## config.mk

```make
export PLATFORM = sky130hd
export DESIGN_NAME = riscv_core_completion_arbiter
export DESIGN_NICKNAME = d
export VERILOG_FILES = /design/src/rtl/riscv_core_completion_arbiter.sv
export SDC_FILE = /design/constraint.sdc
export NUM_CORES = 1
export LEC_CHECK = 0
export BUFFER_PORTS_ARGS = -buffer_cell sky130_fd_sc_hd__buf_2
export CORE_AREA = 10 10 101 67
export DETAILED_ROUTE_END_ITERATION = 7
export DIE_AREA = 0 0 111 77
export PLACE_DENSITY_LB_ADDON = 0.1
export SKIP_CTS_REPAIR_TIMING = 1
export SLEW_MARGIN = 20
export SYNTH_ARGS = -nofsm -noshare
export SYNTH_HDL_FRONTEND = slang
export SYNTH_SLANG_ARGS = --single-unit
export TNS_END_PERCENT = 50
```

## constraint.sdc

```tcl
create_clock -name clk -period 7.6 [get_ports clk]
set_clock_uncertainty 0.05 [all_clocks]
set_input_delay 0.38 -clock clk [delete_from_list [all_inputs] [get_ports clk]]
set_output_delay 0.38 -clock clk [all_outputs]
set_load 0.01 [all_outputs]
```

## src/rtl/riscv_core_completion_arbiter.sv

```systemverilog
`default_nettype none
// ============================================================================
// Module      : riscv_core_completion_arbiter
// Description : Merges three completion sources into two ROB finish ports,
//               spilling excess completions into a 4-entry in-order queue.
// Revision    : 1.0 - initial release
// ============================================================================
module riscv_core_completion_arbiter (
    input  logic       clk,
    input  logic       reset,
    input  logic       cmpl_val_0,
    input  logic [4:0] cmpl_slot_0,
    input  logic       cmpl_val_1,
    input  logic [4:0] cmpl_slot_1,
    input  logic       cmpl_val_2,
    input  logic [4:0] cmpl_slot_2,
    output logic       cmpl_rdy_2,
    output logic       ROB_commit_req_A,
    output logic [4:0] ROB_commit_req_slot_A,
    output logic       ROB_commit_req_B,
    output logic [4:0] ROB_commit_req_slot_B,
    output logic [2:0] cmpl_q_count
);

    localparam logic [2:0] c_DEPTH = 3'd4;

    logic [1:0] head_q, head_d;
    logic [1:0] tail_q, tail_d;
    logic [2:0] count_q, count_d;
    logic [4:0] mem_q [4];
    logic [4:0] mem_d [4];

    logic [4:0] w_cand_val;
    logic [4:0] w_cand_slot [5];
    logic [2:0] w_n;
    logic [2:0] w_push;
    logic [2:0] w_pop;

    // src2 may only be taken while the queue has room; depends on state only.
    assign cmpl_rdy_2   = !reset && (count_q < c_DEPTH);
    assign cmpl_q_count = reset ? 3'd0 : count_q;

    always_comb begin
        w_cand_val[0]  = !reset && (count_q >= 3'd1);
        w_cand_slot[0] = mem_q[head_q];
        w_cand_val[1]  = !reset && (count_q >= 3'd2);
        w_cand_slot[1] = mem_q[head_q + 2'd1];
        w_cand_val[2]  = !reset && cmpl_val_0;
        w_cand_slot[2] = cmpl_slot_0;
        w_cand_val[3]  = !reset && cmpl_val_1;
        w_cand_slot[3] = cmpl_slot_1;
        w_cand_val[4]  = cmpl_val_2 && cmpl_rdy_2;
        w_cand_slot[4] = cmpl_slot_2;
    end

    always_comb begin
        ROB_commit_req_A      = 1'b0;
        ROB_commit_req_slot_A = 5'd0;
        ROB_commit_req_B      = 1'b0;
        ROB_commit_req_slot_B = 5'd0;
        mem_d                 = mem_q;
        w_n                   = 3'd0;
        // First two candidates go to the ports, the rest spill in list order.
        for (int i = 0; i < 5; i++) begin
            if (w_cand_val[i]) begin
                if (w_n == 3'd0) begin
                    ROB_commit_req_A      = 1'b1;
                    ROB_commit_req_slot_A = w_cand_slot[i];
                end else if (w_n == 3'd1) begin
                    ROB_commit_req_B      = 1'b1;
                    ROB_commit_req_slot_B = w_cand_slot[i];
                end else begin
                    mem_d[tail_q + 2'(w_n - 3'd2)] = w_cand_slot[i];
                end
                w_n = w_n + 3'd1;
            end
        end
        w_push  = (w_n > 3'd2) ? (w_n - 3'd2) : 3'd0;
        w_pop   = {2'b00, w_cand_val[0]} + {2'b00, w_cand_val[1]};
        count_d = count_q + w_push - w_pop;
        head_d  = head_q + w_pop[1:0];
        tail_d  = tail_q + w_push[1:0];
    end

    always_ff @(posedge clk) begin
        if (reset) begin
            head_q  <= 2'd0;
            tail_q  <= 2'd0;
            count_q <= 3'd0;
        end else begin
            head_q  <= head_d;
            tail_q  <= tail_d;
            count_q <= count_d;
        end
    end

    // Storage needs no reset: entries are only read below the valid count.
    always_ff @(posedge clk) begin
        mem_q <= mem_d;
    end

    a_no_overflow : assert property (@(posedge clk) disable iff (reset)
        !((count_q == c_DEPTH) && (w_push > w_pop)));

endmodule
`default_nettype wire

```

==> results of run 1 <==
==> worst max-delay path: stages (launching register included) <==
cell and delay (ns):
sky130_fd_sc_hd__dfxtp_1 0.44, sky130_fd_sc_hd__nor2_1 0.08, sky130_fd_sc_hd__nor2_1 0.23, sky130_fd_sc_hd__nor2_1 0.12, sky130_fd_sc_hd__ha_1 0.47, sky130_fd_sc_hd__xor2_1 0.33, sky130_fd_sc_hd__ha_1 0.29, sky130_fd_sc_hd__nand2_1 0.07
sky130_fd_sc_hd__a21oi_1 0.05, sky130_fd_sc_hd__a21o_1 0.23, sky130_fd_sc_hd__ha_1 0.21, sky130_fd_sc_hd__xnor2_1 0.16, sky130_fd_sc_hd__and2_1 0.19, sky130_fd_sc_hd__o22a_1 0.23, sky130_fd_sc_hd__ha_1 0.30, sky130_fd_sc_hd__inv_1 0.06
sky130_fd_sc_hd__ha_1 0.13, sky130_fd_sc_hd__inv_1 0.05, sky130_fd_sc_hd__fa_1 0.37, sky130_fd_sc_hd__xnor2_1 0.14, sky130_fd_sc_hd__xnor2_1 0.20, sky130_fd_sc_hd__nor2_1 0.05, sky130_fd_sc_hd__mux2_2 0.26
==> cells in the final DEF, fill, tap and decap left out, types with 2 or more instances in the layout <==
| cell type | n |
|---|---|
| sky130_fd_sc_hd__xor2_1 | 4 |
| sky130_fd_sc_hd__nand4b_1 | 2 |
| sky130_fd_sc_hd__nor2b_1 | 7 |
| sky130_fd_sc_hd__nand2_1 | 21 |
| sky130_fd_sc_hd__inv_1 | 12 |
| sky130_fd_sc_hd__a22oi_1 | 10 |
| sky130_fd_sc_hd__ha_1 | 18 |
| sky130_fd_sc_hd__xnor2_1 | 12 |
| sky130_fd_sc_hd__dfxtp_1 | 27 |
| sky130_fd_sc_hd__a21oi_1 | 17 |
| sky130_fd_sc_hd__and2_1 | 3 |
| sky130_fd_sc_hd__clkbuf_8 | 3 |
| sky130_fd_sc_hd__nor3_1 | 7 |
| sky130_fd_sc_hd__nand3_1 | 4 |
| sky130_fd_sc_hd__buf_2 | 35 |
| sky130_fd_sc_hd__mux2_2 | 42 |
| sky130_fd_sc_hd__o31ai_1 | 2 |
| sky130_fd_sc_hd__mux2i_1 | 5 |
| sky130_fd_sc_hd__mux2_1 | 10 |
| sky130_fd_sc_hd__nor2_1 | 23 |
| sky130_fd_sc_hd__mux4_2 | 10 |
| sky130_fd_sc_hd__or3b_1 | 2 |
| sky130_fd_sc_hd__o21ai_0 | 12 |
==> per-layer routing <==
layer	vias up	routed length, um	part of all wire (%)	track usage (%)
met3	2	714	10	3.81
met2	85	3000	42	23.8
li1	1100	-	-	-
met4	0	23	0.32	2.20
met1	1052	3370	47	24.4
met5	-	0	0	0
==> registers in the layout, indices dropped and copies added (netlist names) <==
name	cells
mem_q	20
count_q	3
head_q	2
tail_q	2
==> metrics by stage <==
step	worst slack, ns	instances
2_1_floorplan	2.82	287
5_1_grt	2.43	379
6_report	2.78	379
3_5_place_dp	2.65	375
3_3_place_gp	2.81	375
4_1_cts	2.80	379
==> cell type report <==
| class | instances | area share [%] |
|---|---|---|
| repair buffers | 35 | 6.01 |
| well taps | 66 | 2.83 |
| inverters | 12 | 1.54 |
| clock buffers | 4 | 1.54 |
| multi-input cells | 235 | 69.5 |
| flip-flops and latches | 27 | 18.5 |
==> power groups by stage <==
stage,Sequential (mW),Combinational [mW],Clock [mW]
5_1_grt,0.300,0.893,0.0943
2_1_floorplan,0.248,0.655,0
6_report,0.288,0.796,0.0864
4_1_cts,0.287,0.796,0.0895
3_5_place_dp,0.291,0.789,0
3_3_place_gp,0.289,0.780,0
==> final timing paths <==
kind                end  slack, ns  cells after the start
min           mem_q[16]       0.36                      2
min reg2reg  count_q[0]       0.64                      2
max          count_q[2]       2.78                     22
max reg2reg  count_q[2]       2.78                     22
==> kinds of logic (layout without fill, tap and decap cells) <==
logic type	after synthesis	after routing
and+or+nand+nor	81	81
buffers and inverters	25	51
xor gates and xnor gates	17	17
muxes	67	67
AOI/OAI and AO/OA	51	51
DFF	27	27
adders and majority gates	19	19
==> metrics.txt, run 1 <==
# TYPE chip_impl_metric gauge
chip_impl_metric{name="p_sw_share",unit="%"} 43.1
chip_impl_metric{name="max_clock_freq",unit="MHz"} 208
chip_impl_info{name="clockRootBuffer",value="sky130_fd_sc_hd__clkbuf_8"} 1
chip_impl_metric{name="multiInputGateArea",unit="um2"} 2030
chip_impl_metric{name="postSynth.asyncResetShare",unit="%"} 0
chip_impl_metric{name="fillCellCount",unit=""} 442
chip_impl_metric{name="die_area",unit="um2"} 8550
chip_impl_info{name="rsz_0062_raised_after_global_routing",value="no"} 1
chip_impl_metric{name="final-seq-area",unit="um2"} 541
chip_impl_metric{name="synthesis.yosys.warnings",unit=""} 0
chip_impl_metric{name="max-vdd-ir-drop",unit="V"} 0.000146
chip_impl_metric{name="post_route_cells_drive_above_1_share",unit="%"} 31.6
chip_impl_metric{name="synth.mux.area_fraction",unit="%"} 32.3
chip_impl_metric{name="yosys.area_share.adder",unit="%"} 9.20
chip_impl_metric{name="critical_path_required",unit="ns"} 7.73
chip_impl_metric{name="worstSkewPairLatency",unit="ns"} 0.28
chip_impl_metric{name="synth.yosys.seq_area_share",unit="%"} 20.3
chip_impl_metric{name="grt_max_degree",unit=""} 24
chip_impl_metric{name="final_nets",unit=""} 353
chip_impl_metric{name="final_period_minus_worst_setup_slack",unit="ns"} 4.82
chip_impl_metric{name="postSynthAreaPerCell",unit="um2"} 9.29
chip_impl_info{name="timing.hold.worst.class",value="primary input to flop"} 1
chip_impl_metric{name="crit_arrival",unit="ns"} 4.94
chip_impl_metric{name="cts.sinks",unit=""} 27
chip_impl_metric{name="crit_path_max_fanout",unit=""} 10
chip_impl_metric{name="finalHoldViolations",unit=""} 0
chip_impl_info{name="worst-setup-path-type",value="flop to flop"} 1
chip_impl_metric{name="drt_drc_violations_left",unit=""} 0
chip_impl_metric{name="stdcell_area",unit="um2"} 2920
chip_impl_metric{name="synthDominantCellAreaShare",unit="%"} 20.3
chip_impl_info{name="worstSetupEndpointType",value="flop"} 1
chip_impl_metric{name="drt_wl_total",unit="um"} 7110
chip_impl_metric{name="cts_made_buffers",unit=""} 3
chip_impl_metric{name="initial_utilization",unit="%"} 54.1
chip_impl_metric{name="p_comb_share",unit="%"} 68.0
chip_impl_metric{name="power_spent_charging_and_discharging_nets",unit="uW"} 505
chip_impl_info{name="source_of_the_worst_register_to_register_timing_path",value="count_q[2]"} 1
chip_impl_metric{name="register_bit_total_from_synthesis",unit=""} 27
chip_impl_metric{name="leakagePower",unit="nW"} 1.27
chip_impl_metric{name="die_span_x",unit="um"} 111
chip_impl_info{name="run_status",value="finished, final reports clean"} 1
chip_impl_metric{name="report.final.setup_viol",unit=""} 0
chip_impl_metric{name="numPortBuffers",unit=""} 35
chip_impl_metric{name="part_of_the_power_in_registers",unit="%"} 24.6
chip_impl_info{name="combinational_family_with_the_most_area_after_synthesis",value="multiplexers"} 1
chip_impl_metric{name="synth_compound_area_share",unit="%"} 12.1
chip_impl_metric{name="worst_pin_slew",unit="ns"} 1.03
chip_impl_info{name="hp-start",value="cmpl_slot_2[1]"} 1
chip_impl_metric{name="synthDistinctLibCells",unit=""} 48
chip_impl_metric{name="htreeDepth",unit=""} 1
chip_impl_metric{name="total_inserted_antenna_cells",unit=""} 0
chip_impl_info{name="postSynth.topFlopCell",value="sky130_fd_sc_hd__dfxtp_1"} 1
chip_impl_metric{name="clock_tree.buffer_depth",unit=""} 2
chip_impl_metric{name="drtIter0Drc",unit=""} 116
chip_impl_metric{name="cts.clk_slew.worst_paths",unit="ns"} 0.10
chip_impl_metric{name="power_density",unit="nW/um2"} 401
chip_impl_info{name="synth_area_leader_cell",value="sky130_fd_sc_hd__dfxtp_1"} 1
chip_impl_metric{name="post_synth_inst_count",unit=""} 287
chip_impl_metric{name="grt_pass1_wl",unit="um"} 11700
chip_impl_metric{name="place_area",unit="um2"} 2870
chip_impl_metric{name="p_int",unit="uW"} 665
chip_impl_info{name="yosysMostFrequentCell",value="sky130_fd_sc_hd__mux2_2"} 1
chip_impl_info{name="tritoncts",value="done"} 1
chip_impl_metric{name="core_area",unit="um2"} 4930
chip_impl_metric{name="timing.max_cap.violations",unit=""} 0
chip_impl_info{name="start_kind",value="flop"} 1
chip_impl_metric{name="finalHoldWorstSlack",unit="ns"} 0.365
chip_impl_metric{name="wl_per_cell",unit="um"} 18.7
chip_impl_metric{name="synth_area",unit="um2"} 2670
chip_impl_metric{name="vias_after_detailed_routing",unit=""} 2239
chip_impl_metric{name="track_usage",unit="%"} 16.5
chip_impl_metric{name="ratio_of_routed_vias_to_standard_cells",unit=""} 5.91
chip_impl_metric{name="synthesis.nets",unit=""} 326
chip_impl_metric{name="total_power",unit="mW"} 1.17
chip_impl_metric{name="num_io_pins",unit=""} 36
chip_impl_metric{name="die_y",unit="um"} 77
chip_impl_metric{name="synth-edff-count",unit=""} 0
chip_impl_metric{name="synth-xor-area-share",unit="%"} 6.29
chip_impl_info{name="launch_point_of_the_worst_path",value="count_q[2]"} 1
chip_impl_metric{name="detailedRoute.firstPassIterationCount",unit=""} 4
chip_impl_metric{name="final_max_slew_viol_count",unit=""} 0
chip_impl_metric{name="power.clock.fraction",unit="%"} 7.4
chip_impl_metric{name="number_of_antenna_violations_at_the_first_check_in_global_routing",unit=""} 0
chip_impl_metric{name="final_antenna_net_count",unit=""} 0
chip_impl_metric{name="gr-total-overflow",unit=""} 0
chip_impl_metric{name="synth-simple-area-share",unit="%"} 16.2
chip_impl_metric{name="relSlewSlack",unit="%"} 31.2
chip_impl_metric{name="via_count_of_the_first_global_routing_pass",unit=""} 2134
chip_impl_info{name="synth.area.top_cells",value="sky130_fd_sc_hd__dfxtp_1 (20%), sky130_fd_sc_hd__mux2_2 (18%), sky130_fd_sc_hd__ha_1 (8.5%)"} 1
chip_impl_metric{name="post-dp-hpwl",unit="um"} 5480
chip_impl_metric{name="area.growth.synth_to_final",unit="%"} 9.44
chip_impl_metric{name="placer_congestion_estimate",unit=""} 0.842
chip_impl_metric{name="post-route-util",unit="%"} 59.2
chip_impl_metric{name="final.period_utilization",unit="%"} 63.4
chip_impl_metric{name="placement_rows",unit=""} 20
chip_impl_metric{name="totalNegativeSetupSlack",unit="ns"} 0
chip_impl_info{name="synth_commonest_cells",value="sky130_fd_sc_hd__mux2_2 (42), sky130_fd_sc_hd__dfxtp_1 (27), sky130_fd_sc_hd__nor2_1 (23), sky130_fd_sc_hd__nand2_1 (21), sky130_fd_sc_hd__ha_1 (18)"} 1
No activity file was read; power rests on OpenSTA's default activity.
==> run 2: changes to the inputs <==
CORE_AREA = 10 10 103 68   (was 10 10 101 67)
DIE_AREA = 0 0 113 78   (was 0 0 111 77)
clock period = 3.9 ns   (was 7.6 ns; I/O delays follow)
==> run 2 against run 1 <==
- the run now ends with negative setup slack left
- sequential share of layout area fell by 2.1 points
- combinational power increased by 140%
- global-route usage rose by 0.92 points
- worst hold slack got worse by 0.19 ns
- first-iteration DRC count grew 66%
- sequential power up 95%
- setup slack got worse by 3.0 ns
- critical endpoint unchanged
- highest routed layer unchanged
==> metrics.txt, run 2 (same netlist as run 1, synthesis figures left out) <==
# TYPE chip_impl_metric gauge
chip_impl_info{name="run_status",value="complete, but fails checks"} 1
chip_impl_info{name="failing_checks",value="negative setup slack"} 1
chip_impl_metric{name="post_route_cells_drive_above_1_share",unit="%"} 44.8
chip_impl_metric{name="slowest_delay",unit="ns"} 0.39
chip_impl_metric{name="final_max_slew_viol_count",unit=""} 0
chip_impl_info{name="timing.hold.worst.class",value="primary input to flop"} 1
chip_impl_metric{name="final_nets",unit=""} 384
chip_impl_metric{name="finish.cell_count_without_fillers",unit=""} 413
chip_impl_metric{name="finalWorstSetupSlack",unit="ns"} -0.223
chip_impl_metric{name="htreeDepth",unit=""} 1
chip_impl_metric{name="total_power",unit="mW"} 2.67
chip_impl_metric{name="max-vdd-ir-drop",unit="V"} 0.000316
chip_impl_metric{name="grt_pass1_wl",unit="um"} 12300
chip_impl_metric{name="wl_per_cell",unit="um"} 18.9
chip_impl_metric{name="final_period_minus_worst_setup_slack",unit="ns"} 4.12
chip_impl_metric{name="final.period_utilization",unit="%"} 106
chip_impl_metric{name="worstSkewPairLatency",unit="ns"} 0.29
chip_impl_info{name="rsz_0062_raised_after_global_routing",value="yes"} 1
chip_impl_info{name="most-common-layout-cells",value="sky130_fd_sc_hd__mux2_2 (41), sky130_fd_sc_hd__buf_2 (35), sky130_fd_sc_hd__buf_4 (31), sky130_fd_sc_hd__dfxtp_1 (25), sky130_fd_sc_hd__nand2_1 (20)"} 1
chip_impl_metric{name="placer_congestion_estimate",unit=""} 0.872
chip_impl_metric{name="track_usage",unit="%"} 17.4
chip_impl_metric{name="leakagePower",unit="nW"} 1.45
chip_impl_info{name="critical-path-slowest-cell",value="sky130_fd_sc_hd__fa_2"} 1
chip_impl_metric{name="power_density",unit="nW/um2"} 807
chip_impl_metric{name="report.final.setup_viol",unit=""} 1
chip_impl_metric{name="cts.sinks",unit=""} 27
chip_impl_metric{name="worst_pin_slew",unit="ns"} 0.995
chip_impl_metric{name="relSlewSlack",unit="%"} 33.3
chip_impl_metric{name="cts_made_buffers",unit=""} 3
chip_impl_metric{name="detailedRoute.firstPassIterationCount",unit=""} 4
chip_impl_metric{name="area.growth.synth_to_final",unit="%"} 24.3
chip_impl_metric{name="gr-total-overflow",unit=""} 0
chip_impl_metric{name="num_io_pins",unit=""} 36
chip_impl_metric{name="crit_arrival",unit="ns"} 4.26
chip_impl_metric{name="core_area",unit="um2"} 5280
chip_impl_metric{name="max_clock_freq",unit="MHz"} 243
chip_impl_metric{name="initial_utilization",unit="%"} 50.5
chip_impl_metric{name="cts.clk_slew.worst_paths",unit="ns"} 0.11
chip_impl_metric{name="via_count_of_the_first_global_routing_pass",unit=""} 2180
chip_impl_metric{name="clock_tree.buffer_depth",unit=""} 2
chip_impl_metric{name="number_of_antenna_violations_at_the_first_check_in_global_routing",unit=""} 0
chip_impl_metric{name="stdcell_area",unit="um2"} 3310
chip_impl_metric{name="largest_register_ffs",unit=""} 20
chip_impl_metric{name="ratio_of_routed_vias_to_standard_cells",unit=""} 5.71
chip_impl_info{name="clockRootBuffer",value="sky130_fd_sc_hd__clkbuf_8"} 1
chip_impl_info{name="top_regs",value="mem_q x20, count_q x3"} 1
chip_impl_metric{name="drtIter0Drc",unit=""} 193
chip_impl_metric{name="final_antenna_net_count",unit=""} 0
chip_impl_metric{name="critical_path_required",unit="ns"} 4.04
chip_impl_info{name="regMostFlops",value="mem_q"} 1
chip_impl_info{name="most_common_library_cell_in_the_layout_ignoring_fill_and_taps",value="sky130_fd_sc_hd__mux2_2"} 1
chip_impl_metric{name="preCtsSetupSlack",unit="ns"} -0.225
chip_impl_info{name="worstSetupEndpointType",value="flop"} 1
chip_impl_metric{name="drt_wl_total",unit="um"} 7800
chip_impl_metric{name="post-dp-hpwl",unit="um"} 5950
chip_impl_metric{name="finalHoldViolations",unit=""} 0
chip_impl_metric{name="finalHoldWorstSlack",unit="ns"} 0.176
chip_impl_metric{name="die_area",unit="um2"} 8810
chip_impl_metric{name="place_area",unit="um2"} 3190
chip_impl_metric{name="placement_rows",unit=""} 21
chip_impl_metric{name="drt_drc_violations_left",unit=""} 0
chip_impl_metric{name="placedCellCount",unit=""} 407
chip_impl_metric{name="grt_max_degree",unit=""} 17
chip_impl_metric{name="crit_path_max_fanout",unit=""} 3
chip_impl_metric{name="totalNegativeSetupSlack",unit="ns"} -0.223
chip_impl_metric{name="numPortBuffers",unit=""} 35
chip_impl_info{name="start_kind",value="flop"} 1
chip_impl_metric{name="die_span_x",unit="um"} 113
chip_impl_info{name="tritoncts",value="done"} 1
chip_impl_metric{name="total_inserted_antenna_cells",unit=""} 0
chip_impl_metric{name="vias_after_detailed_routing",unit=""} 2360
chip_impl_metric{name="die_y",unit="um"} 78
chip_impl_metric{name="post-route-util",unit="%"} 62.7
chip_impl_metric{name="fillCellCount",unit=""} 462
chip_impl_info{name="timing.critical_path.cells",value="nor2_4 > nor2_4 > nor2_4 > ha_4 > xor2_4 > ha_4 > nand2_2 > a21oi_2 > a21o_1 > ha_4 > inv_2 > and2_4 > o22a_1 > ha_1 > inv_1 > ha_2 > inv_2 > fa_2 > xnor2_2 > xnor2_1 > nor2_1 > mux2_4"} 1
chip_impl_metric{name="timing.max_cap.violations",unit=""} 0
chip_impl_info{name="worst-setup-path-type",value="flop to flop"} 1
==> run 2: changes by cell type in the layout (fill, tap and decap cells not counted), sizes merged <==
cell	delta
buf	+31
==> run 2: cell type report <==
type	count	area (um2)	area share, %
inverters	12	45.0	1.36
multi-input cells	235	2180	66.0
clock buffers	4	45.0	1.36
repair buffers	66	408	12.3
flip-flops and latches	27	543	16.4
well taps	69	86.3	2.61
==> run 2: path summary, 6_finish.rpt <==
path,startpoint,endpoint,slack (ns),depth (start not counted)
max,count_q[2],count_q[2],-0.22,22
min,cmpl_slot_2[1],mem_q[11],0.18,2
max reg2reg,count_q[2],count_q[2],-0.22,22
min reg2reg,mem_q[10],mem_q[10],0.70,3
==> run 2: worst max-delay path, delay by kind of cell, from the launching register on <==
kind	cells	cell delay [ns]
flops	1	0.35
simple gates	6	0.63
fa+ha+maj	6	1.61
buf+inv	3	0.13
xor+xnor	3	0.53
mux	1	0.26
compound gates	3	0.44
==> run 2: power by group <==
group | switching, mW | leakage (nW) | total [mW] | internal (mW)
Sequential | 0.145 | 0.227 | 0.562 | 0.417
Combinational | 0.868 | 1.20 | 1.93 | 1.07
Clock | 0.101 | 0.0228 | 0.174 | 0.0736
==> run 2: layer usage <==
metal  wire [um]  track usage [%]  share of wire (%)
met3         831             4.38                 11
met5           0                0                  0
met4          32             2.15               0.41
met1        3620             25.6                 46
met2        3320             25.3                 43
==> run 3: changes to the inputs <==
REMOVE_ABC_BUFFERS = 1   (was not set)
==> run 3 against run 2 <==
- the flow still finishes with violations (negative setup slack)
- power fell by 2.3%
- register-to-register slack about the same
- die area unchanged
- global-route usage shrank 0.72 points
- cell area shrank 0.64%
- clock-buffer cell count is the same
- cell count grew 0.48%
- non-clock buffer count grew 2
- worst hold slack got worse by 0.0010 ns
- sequential power decreased by 1%
- via count increased by 0.59%
- critical path type unchanged
- largest cell class unchanged
==> metrics.txt, run 3 (same netlist as run 1, synthesis figures left out) <==
# TYPE chip_impl_metric gauge
chip_impl_metric{name="final_antenna_net_count",unit=""} 0
chip_impl_info{name="regMostFlops",value="mem_q"} 1
chip_impl_metric{name="drtIter0Drc",unit=""} 153
chip_impl_metric{name="total_power",unit="mW"} 2.61
chip_impl_info{name="run_status",value="complete, but fails checks"} 1
chip_impl_metric{name="rrSetupSlack",unit="ns"} -0.23
chip_impl_metric{name="die_y",unit="um"} 78
chip_impl_metric{name="relSlewSlack",unit="%"} 28.3
chip_impl_metric{name="cts.clk_slew.worst_paths",unit="ns"} 0.10
chip_impl_metric{name="fillCellCount",unit=""} 481
chip_impl_metric{name="worst_pin_slew",unit="ns"} 1.07
chip_impl_metric{name="finalHoldViolations",unit=""} 0
chip_impl_metric{name="wl_per_cell",unit="um"} 18.5
chip_impl_metric{name="critical_path_required",unit="ns"} 4.03
chip_impl_metric{name="drt_wl_total",unit="um"} 7690
chip_impl_metric{name="die_area",unit="um2"} 8810
chip_impl_metric{name="detailedRoute.firstPassIterationCount",unit=""} 4
chip_impl_metric{name="clock_tree.buffer_depth",unit=""} 2
chip_impl_metric{name="slowest_delay",unit="ns"} 0.39
chip_impl_metric{name="die_span_x",unit="um"} 113
chip_impl_metric{name="final_period_minus_worst_setup_slack",unit="ns"} 4.13
chip_impl_info{name="critical-path-slowest-cell",value="sky130_fd_sc_hd__fa_2"} 1
chip_impl_info{name="tritoncts",value="done"} 1
chip_impl_info{name="timing.critical_path.cells",value="nor2_4 > nor2_4 > inv_2 > ha_4 > nor3b_4 > a21oi_4 > ha_1 > nand2_1 > a21oi_1 > a21o_1 > ha_4 > xnor2_2 > and2_4 > o22a_1 > ha_1 > inv_1 > ha_2 > inv_2 > fa_2 > xnor2_2 > xnor2_1 > nor2_1 > mux2_2"} 1
chip_impl_metric{name="area.growth.synth_to_final",unit="%"} 23.5
chip_impl_metric{name="finalWorstSetupSlack",unit="ns"} -0.226
chip_impl_info{name="top_regs",value="mem_q x20, count_q x3"} 1
chip_impl_metric{name="num_io_pins",unit=""} 36
chip_impl_metric{name="final-seq-area",unit="um2"} 543
chip_impl_metric{name="htreeDepth",unit=""} 1
chip_impl_info{name="clockRootBuffer",value="sky130_fd_sc_hd__clkbuf_8"} 1
chip_impl_metric{name="report.final.setup_viol",unit=""} 1
chip_impl_info{name="worst-setup-path-type",value="flop to flop"} 1
chip_impl_metric{name="final_max_slew_viol_count",unit=""} 0
chip_impl_info{name="path_delay_family",value="adder cells"} 1
chip_impl_metric{name="numPortBuffers",unit=""} 35
chip_impl_metric{name="worstSkewPairLatency",unit="ns"} 0.28
chip_impl_info{name="failing_checks",value="negative setup slack"} 1
chip_impl_metric{name="leakagePower",unit="nW"} 1.46
chip_impl_metric{name="gr-total-overflow",unit=""} 0
chip_impl_info{name="rsz_0062_raised_after_global_routing",value="yes"} 1
chip_impl_metric{name="core_area",unit="um2"} 5280
chip_impl_info{name="start_kind",value="flop"} 1
chip_impl_metric{name="max_clock_freq",unit="MHz"} 242
chip_impl_metric{name="crit_arrival",unit="ns"} 4.26
chip_impl_metric{name="vias_after_detailed_routing",unit=""} 2374
chip_impl_metric{name="power_density",unit="nW/um2"} 793
chip_impl_metric{name="placement_rows",unit=""} 21
chip_impl_metric{name="timing.max_cap.violations",unit=""} 0
chip_impl_metric{name="final.period_utilization",unit="%"} 106
chip_impl_metric{name="cts.sinks",unit=""} 27
chip_impl_metric{name="largest_register_ffs",unit=""} 20
chip_impl_metric{name="placer_congestion_estimate",unit=""} 0.870
chip_impl_metric{name="total_inserted_antenna_cells",unit=""} 0
chip_impl_metric{name="drt_drc_violations_left",unit=""} 0
chip_impl_metric{name="initial_utilization",unit="%"} 50.5
chip_impl_metric{name="post-dp-hpwl",unit="um"} 5880
chip_impl_metric{name="via_count_of_the_first_global_routing_pass",unit=""} 2139
chip_impl_info{name="worstSetupEndpointType",value="flop"} 1
chip_impl_metric{name="max-vdd-ir-drop",unit="V"} 0.000340
chip_impl_metric{name="grt_pass1_wl",unit="um"} 11900
chip_impl_info{name="timing.hold.worst.class",value="primary input to flop"} 1
chip_impl_metric{name="cts_made_buffers",unit=""} 3
chip_impl_info{name="most_common_library_cell_in_the_layout_ignoring_fill_and_taps",value="sky130_fd_sc_hd__mux2_2"} 1
chip_impl_metric{name="final_nets",unit=""} 386
chip_impl_metric{name="crit_buf_inv",unit=""} 3
chip_impl_info{name="most-common-layout-cells",value="sky130_fd_sc_hd__mux2_2 (42), sky130_fd_sc_hd__buf_2 (35), sky130_fd_sc_hd__buf_4 (33), sky130_fd_sc_hd__dfxtp_1 (25), sky130_fd_sc_hd__nand2_1 (21)"} 1
chip_impl_metric{name="crit_path_max_fanout",unit=""} 3
chip_impl_metric{name="finalHoldWorstSlack",unit="ns"} 0.175
chip_impl_metric{name="multiInputGateArea",unit="um2"} 2150
chip_impl_metric{name="ratio_of_routed_vias_to_standard_cells",unit=""} 5.72
chip_impl_metric{name="grt_max_degree",unit=""} 19
chip_impl_metric{name="track_usage",unit="%"} 16.7
chip_impl_metric{name="number_of_antenna_violations_at_the_first_check_in_global_routing",unit=""} 0
chip_impl_metric{name="post_route_cells_drive_above_1_share",unit="%"} 44.2
[run 3: area by class of cell]
cell class / instances / area share [%]
Multi-Input combinational cell: 235 / 65.3
Sequential cell: 27 / 16.5
Timing Repair Buffer: 68 / 12.9
Tap cell: 69 / 2.62
Clock buffer: 4 / 1.37
Inverter: 12 / 1.37
[run 3: path summary, 6_finish.rpt]
kind / start / endpoint / cells past startpoint
setup / recovery: count_q[2] / count_q[2] / 23
hold / removal: cmpl_slot_2[2] / mem_q[17] / 2
setup reg to reg: count_q[2] / count_q[2] / 23
hold reg to reg: mem_q[11] / mem_q[11] / 3
[run 3: through the flow]
step,cells,instance area (um2),setup slack (ns),util [%],TNS (ns)
2_1_floorplan,274,2610,-0.404,-,-0.404
5_1_grt,415,3290,-0.411,62.3,-0.488
3_3_place_gp,409,3110,-0.189,58.8,-0.189
3_5_place_dp,409,3110,-0.305,58.8,-0.305
6_report,415,3290,-0.226,62.3,-0.226
4_1_cts,413,3150,-0.330,59.7,-0.913
[run 3: layer usage]
layer	global-route usage (%)	wire length, um
met4	3.79	99
met3	3.00	673
met2	22.5	3100
met1	26.0	3810
met5	0	0
[run 3: worst register-to-register path, delay by kind of cell (launching register included)]
family                     cells  cell delay (ns)
xor gates and xnor gates       3             0.47
muxes                          1             0.25
and+or+nand+nor                6             0.74
buffers and inverters          3             0.19
AOI/OAI and AO/OA              4             0.51
DFF                            1             0.37
adders and majority gates      6             1.46
[run 3: where the power goes]
group	leakage (nW)	switching [mW]	internal [mW]
clock network	0.0228	0.0957	0.0736
registers	0.227	0.139	0.418
logic	1.21	0.851	1.03
total	1.46	1.09	1.53
